--- src/rtl/op_dispatch.sv ---
`default_nettype none
// ============================================================================
//  Module   : op_dispatch
//  Purpose  : Command front-end of the FP arithmetic datapath. Buffers
//             {opcode, A, B} commands in a small FIFO and issues them one at a
//             time, strictly in order, to the add / mul / sine units. It waits
//             for the selected unit's done before issuing the next command.
//  Ports    : clk, n_rst (sync, active low)
//             cmd_valid/cmd_op/cmd_a/cmd_b/cmd_ready - command push interface
//             op_a/op_b                - operands broadcast to all units
//             add/mul/sine_start       - one-cycle start pulses
//             add/mul/sine_done        - unit completion inputs
//             fifo_out                 - opcode in flight (3'b000 when none)
//             busy                     - operation in flight or FIFO non-empty
//             illegal_op               - pulse: illegal opcode dropped
//             timeout                  - pulse: watchdog abort
//  Options  : OP_DISPATCH_WATCHDOG_EN - enables the WAIT watchdog
//             (WD_CYCLES). When undefined, timeout is tied 0.
//  Revision : 1.0 - initial release
// ============================================================================
module op_dispatch #(
   parameter int DEPTH     = 4,
   parameter int WD_CYCLES = 1024
) (
   input  logic        clk,
   input  logic        n_rst,
   input  logic        cmd_valid,
   input  logic [2:0]  cmd_op,
   input  logic [31:0] cmd_a,
   input  logic [31:0] cmd_b,
   output logic        cmd_ready,
   output logic [31:0] op_a,
   output logic [31:0] op_b,
   output logic        add_start,
   output logic        mul_start,
   output logic        sine_start,
   input  logic        add_done,
   input  logic        mul_done,
   input  logic        sine_done,
   output logic [2:0]  fifo_out,
   output logic        busy,
   output logic        illegal_op,
   output logic        timeout
);

   localparam int AW = (DEPTH > 1) ? $clog2(DEPTH) : 1;
   localparam int CW = AW + 1;

   localparam logic [2:0] OP_ADD  = 3'b001;
   localparam logic [2:0] OP_MUL  = 3'b010;
   localparam logic [2:0] OP_SINE = 3'b100;

   // Elaboration-time sanity check of the configuration.
   generate
      if (DEPTH < 2 || (DEPTH & (DEPTH - 1)) != 0 || WD_CYCLES < 2) begin : g_bad_param
         $error("op_dispatch: DEPTH must be a power of two >= 2 and WD_CYCLES >= 2");
      end
   endgenerate

   typedef enum logic [1:0] {
      ST_IDLE  = 2'd0,
      ST_ISSUE = 2'd1,
      ST_WAIT  = 2'd2
   } state_t;

   state_t state, state_nxt;

   logic [2:0]    mem_op [DEPTH];
   logic [31:0]   mem_a  [DEPTH];
   logic [31:0]   mem_b  [DEPTH];

   logic [AW-1:0] wr_ptr, rd_ptr, head_ptr;
   logic [CW-1:0] count;

   logic full, legal, accept, push, pop;
   logic load_head, clear_out, sel_done, wd_fire;

   assign full      = (count == CW'(DEPTH));
   assign cmd_ready = !full;
   assign legal     = (cmd_op == OP_ADD) || (cmd_op == OP_MUL) || (cmd_op == OP_SINE);
   assign accept    = cmd_valid && cmd_ready;
   assign push      = accept && legal;

   // Only the unit matching the in-flight opcode may complete it.
   assign sel_done = ((fifo_out == OP_ADD)  && add_done) ||
                     ((fifo_out == OP_MUL)  && mul_done) ||
                     ((fifo_out == OP_SINE) && sine_done);

   assign add_start  = (state == ST_ISSUE) && (fifo_out == OP_ADD);
   assign mul_start  = (state == ST_ISSUE) && (fifo_out == OP_MUL);
   assign sine_start = (state == ST_ISSUE) && (fifo_out == OP_SINE);

   assign busy = (state != ST_IDLE) || (count != '0);

   // ------------------------------------------------------------------
   // FSM: state register
   // ------------------------------------------------------------------
   always_ff @(posedge clk) begin
      if (!n_rst) begin
         state <= ST_IDLE;
      end else begin
         state <= state_nxt;
      end
   end

   // ------------------------------------------------------------------
   // FSM: next state and datapath controls
   // ------------------------------------------------------------------
   always_comb begin
      state_nxt = state;
      pop       = 1'b0;
      load_head = 1'b0;
      clear_out = 1'b0;
      head_ptr  = rd_ptr;
      case (state)
         ST_IDLE: begin
            if (count != '0) begin
               state_nxt = ST_ISSUE;
               load_head = 1'b1;
            end
         end
         ST_ISSUE: begin
            state_nxt = ST_WAIT;
         end
         ST_WAIT: begin
            if (sel_done || wd_fire) begin
               pop = 1'b1;
               // Remaining entries (ignoring a same-edge push, whose data is
               // not yet readable) decide between chaining and idling.
               if (count != CW'(1)) begin
                  state_nxt = ST_ISSUE;
                  load_head = 1'b1;
                  head_ptr  = rd_ptr + 1'b1;
               end else begin
                  state_nxt = ST_IDLE;
                  clear_out = 1'b1;
               end
            end
         end
         default: begin
            state_nxt = ST_IDLE;
         end
      endcase
   end

   // ------------------------------------------------------------------
   // FIFO storage (contents need no reset; pointers/count define validity)
   // ------------------------------------------------------------------
   always_ff @(posedge clk) begin
      if (push) begin
         mem_op[wr_ptr] <= cmd_op;
         mem_a[wr_ptr]  <= cmd_a;
         mem_b[wr_ptr]  <= cmd_b;
      end
   end

   // ------------------------------------------------------------------
   // Pointers, count, in-flight registers, illegal pulse
   // ------------------------------------------------------------------
   always_ff @(posedge clk) begin
      if (!n_rst) begin
         wr_ptr     <= '0;
         rd_ptr     <= '0;
         count      <= '0;
         op_a       <= '0;
         op_b       <= '0;
         fifo_out   <= '0;
         illegal_op <= 1'b0;
      end else begin
         if (push) begin
            wr_ptr <= wr_ptr + 1'b1;
         end
         if (pop) begin
            rd_ptr <= rd_ptr + 1'b1;
         end
         case ({push, pop})
            2'b10:   count <= count + CW'(1);
            2'b01:   count <= count - CW'(1);
            default: count <= count;
         endcase
         if (load_head) begin
            op_a     <= mem_a[head_ptr];
            op_b     <= mem_b[head_ptr];
            fifo_out <= mem_op[head_ptr];
         end else if (clear_out) begin
            fifo_out <= '0;
         end
         illegal_op <= accept && !legal;
      end
   end

   // ------------------------------------------------------------------
   // Optional WAIT watchdog
   // ------------------------------------------------------------------
`ifdef OP_DISPATCH_WATCHDOG_EN
   localparam int WDW = $clog2(WD_CYCLES) + 1;

   logic [WDW-1:0] wd_cnt;

   // A done arriving on the expiry edge wins: normal completion, no timeout.
   assign wd_fire = (state == ST_WAIT) && !sel_done &&
                    (wd_cnt == WDW'(WD_CYCLES - 1));

   always_ff @(posedge clk) begin
      if (!n_rst) begin
         wd_cnt  <= '0;
         timeout <= 1'b0;
      end else begin
         timeout <= wd_fire;
         if (state == ST_ISSUE) begin
            wd_cnt <= '0;
         end else if (state == ST_WAIT) begin
            wd_cnt <= wd_cnt + 1'b1;
         end
      end
   end
`else
   assign wd_fire = 1'b0;
   assign timeout = 1'b0;
`endif

endmodule
`default_nettype wire

--- config.mk ---
export PLATFORM = sky130hd
export DESIGN_NAME = op_dispatch
export DESIGN_NICKNAME = d
export VERILOG_FILES = /design/src/rtl/op_dispatch.sv
export SDC_FILE = /design/constraint.sdc
export NUM_CORES = 1
export LEC_CHECK = 0
export BUFFER_PORTS_ARGS = -buffer_cell sky130_fd_sc_hd__buf_2
export CAP_MARGIN = 20
export CORE_MARGIN = 1
export CORE_UTILIZATION = 55
export CTS_CLUSTER_DIAMETER = 40
export CTS_CLUSTER_SIZE = 30
export DETAILED_ROUTE_END_ITERATION = 8
export GPL_TIMING_DRIVEN = 0
export PLACE_DENSITY = 0.77
export SYNTH_ARGS = -nofsm -noshare
export SYNTH_HDL_FRONTEND = slang
export SYNTH_SLANG_ARGS = --single-unit
--- constraint.sdc ---
create_clock -name clk -period 4.5 [get_ports clk]
set_input_delay 0.45 -clock clk [delete_from_list [all_inputs] [get_ports clk]]
set_output_delay 0.45 -clock clk [all_outputs]
set_load 0.03 [all_outputs]
==> flow_metrics.py <==
metrics = {
    "outcome": {
        "outcome": "complete, no violations",
    },
    "logic_synthesis": {
        "synth_top_flop_cell": "edfxtp_1",
        "synth_top_family_by_area": "simple AND/OR/NAND/NOR gates",
        "yosys-top-cells-area": "edfxtp_1, dfxtp_1, nand2_1",
        "yosysTopAreaCell": "edfxtp_1",
        "synth_top_area_share_pct": 63.8,
        "synthSimpleGateAreaFrac_pct": 11.1,
        "synth_edf_count": 268,
        "ys_warn_count": 0,
        "syn_avg_cell_area_um2": 14.3,
        "synthesis.area_mm2": 0.0126,
        "synth_most_common_cell": "edfxtp_1",
        "ys_types": 44,
        "muxShareOfSynthArea_pct": 0.337,
        "ys_ff_latch": 345,
        "syn-num-nets": 964,
        "yosysSeqAreaShare_pct": 76.1,
        "synth_common_cells": "edfxtp_1, nand2_1, dfxtp_1",
        "synth-async-reset-ratio_pct": 0,
        "synth-adder-area-share_pct": 0.893,
        "synthCells": 882,
        "synth-xor-area-share_pct": 0.556,
        "synth_compound_area_share_pct": 8.37,
    },
    "clocking": {
        "ctsHoldBuffers": 0,
        "insertion_delay_ns": 0.53,
        "cts_tree": "done",
        "htreeDepth": 2,
        "cts_buffers": 40,
        "clk_pin_slew_worst_paths_ns": 0.06,
        "cts_setup_buffers": 0,
        "cts-root-buf": "clkbuf_16",
        "cts_sinks": 345,
        "post_cts_resized": 0,
        "cts_max_path_buffers": 3,
    },
    "placed_design": {
        "portBuffers": 145,
        "dp_hpwl_um": 15900,
        "routabilityCongestion": 0.749,
        "dpl_cell_area_mm2": 0.0138,
    },
    "worst_setup_path": {
        "arrival_ns": 3.04,
        "cp-start-kind": "flop",
        "crit_chain": "and4bb_1 -> o311ai_4 -> buf_4 -> o21ai_0 -> o21ai_2 -> clkbuf_1 -> and3_1 -> o21ai_1",
        "worst_ep_required_time_ns": 4.90,
        "end_kind": "flop",
        "crit_slowest_cell": "dfxtp_1",
        "cpPeakStageDelay_ns": 0.50,
        "critPathMaxFanout": 10,
        "path_class": "flop to flop",
    },
    "final_layout": {
        "drive_gt1_share_pct": 24.6,
        "nNetsFinal": 1155,
        "fin_util_pct": 67.8,
        "design_area_mm2": 0.0153,
        "fillerInstances": 1553,
        "area_delta_synth_final_pct": 21.4,
    },
    "sta": {
        "slew_headroom_pct": 60.3,
        "hold_viol_final": 0,
        "period_share_pct": 58.7,
        "drv_slew": 0,
        "rsz0062_at_grt": "no",
        "skew_ns": 0.0174,
        "max_freq_mhz": 379,
        "period_minus_slack_ns": 2.64,
        "tightest_slew_ns": 0.595,
        "fin_setup_tns_ns": 0,
        "setup_viol": 0,
    },
    "floorplan": {
        "start_util_pct": 55.9,
        "die_x_um": 153,
        "row_count": 55,
        "io_pins": 147,
        "die_y_um": 153,
        "core_area_mm2": 0.0226,
        "dieArea_mm2": 0.0235,
    },
    "global_route": {
        "grt_antenna_before_repair": 1,
        "grt_util_all_layers_pct": 23.7,
        "grt_max_degree": 50,
        "grt_overflow": 0,
        "grt_pass1_vias": 7953,
        "grt_pass1_wl_um": 42600,
    },
    "power_and_ir_drop": {
        "cellLeakagePower_uw": 0.00584,
        "peakVddDrop_v": 0.000416,
        "cellPowerDensity_mw_per_mm2": 505,
        "power_uw": 7740,
    },
    "drt": {
        "num_vias": 7840,
        "ant_nets": 0,
        "wl_um": 27200,
        "routedWlPerCell_um": 19.6,
        "avgViaCountPerCell": 5.63,
        "drtPass1Iterations": 5,
        "drc": 0,
        "initialDrtViolationCount": 633,
    },
    "worst_hold_path": {
        "hp-class": "input port to flop",
    },
    "run": {
        "drv_cap": 0,
    },
}
report_power, final:
part / internal [uW] / switching, uW / total, uW
registers: 3580 / 66.7 / 3640
clock network: 2230 / 1290 / 3520
logic: 170 / 402 / 573
kinds of logic (layout without fill, tap and decap cells):
group / count (synthesis) / in the layout
simple gates: 304 / 304
other cells: 1 / 3
buf+inv: 61 / 284
xor+xnor: 8 / 8
compound gates: 150 / 150
mux: 4 / 4
flops: 345 / 345
fa+ha+maj: 9 / 9
area by class of cell:
class	count	area, um2	area share, %
buffer	53	302	1.97
clock buffer	47	1090	7.12
antenna	2	5.00	0.0327
multi-input combinational	476	2700	17.6
inverter	8	30.0	0.196
tap	285	357	2.33
timing repair buffer	149	836	5.46
clock inverter	27	403	2.63
sequential	345	9590	62.6
per-stage QoR:
step                std cells  hold WS (ns)  worst slack [ns]
finish                   1392         0.132              1.86
global route             1390         0.123              1.71
CTS                      1390         0.119              1.90
detailed placement       1316         0.435              1.87
global placement         1312         0.431           -0.0752
floorplan                 882         0.482              1.13
state kept, by name, indices dropped and copies added, names as in the netlist:
register / cells
mem_b: 128
count: 3
fifo_out: 3
op_b: 32
op_a: 32
state: 2
mem_a: 128
rd_ptr: 2
mem_op: 12
wr_ptr: 2
illegal_op: 1
layout by cell type (no fill, tap or decap), types with 8 or more instances in the layout:
| cell type | instances |
|---|---|
| and3_1 | 64 |
| buf_2 | 173 |
| bufinv_16 | 8 |
| clkbuf_1 | 16 |
| clkbuf_16 | 42 |
| dfxtp_1 | 77 |
| edfxtp_1 | 268 |
| ha_1 | 9 |
| nand2_1 | 202 |
| nor2_1 | 10 |
| o21ai_0 | 10 |
| o21ai_1 | 60 |
| o221ai_1 | 63 |
path summary, 6_finish.rpt:
check                   start           end  slack [ns]  depth (start not counted)
hold / removal      cmd_a[12]  mem_a[2][12]        0.13                          1
setup / recovery  fifo_out[1]      op_b[20]        1.86                          8
hold reg to reg      op_a[30]      op_a[30]        0.44                          2
setup reg to reg  fifo_out[1]      op_b[20]        1.86                          8
critical path: cells and delay by family, from the launching register on:
family	cells	cell delay, ns
AO/OA/AOI/OAI	4	0.81
buffers and inverters	2	0.66
AND/OR/NAND/NOR	2	0.55
flip-flops	1	0.50
per-layer routing:
| layer | GRT usage (%) | share of wire (%) |
|---|---|---|
| met5 | 0 | 0 |
| met4 | 7.62 | 1.9 |
| met3 | 4.45 | 6.4 |
| met2 | 40.9 | 51 |
| met1 | 30.4 | 41 |
(Power assumes the default switching activity.)
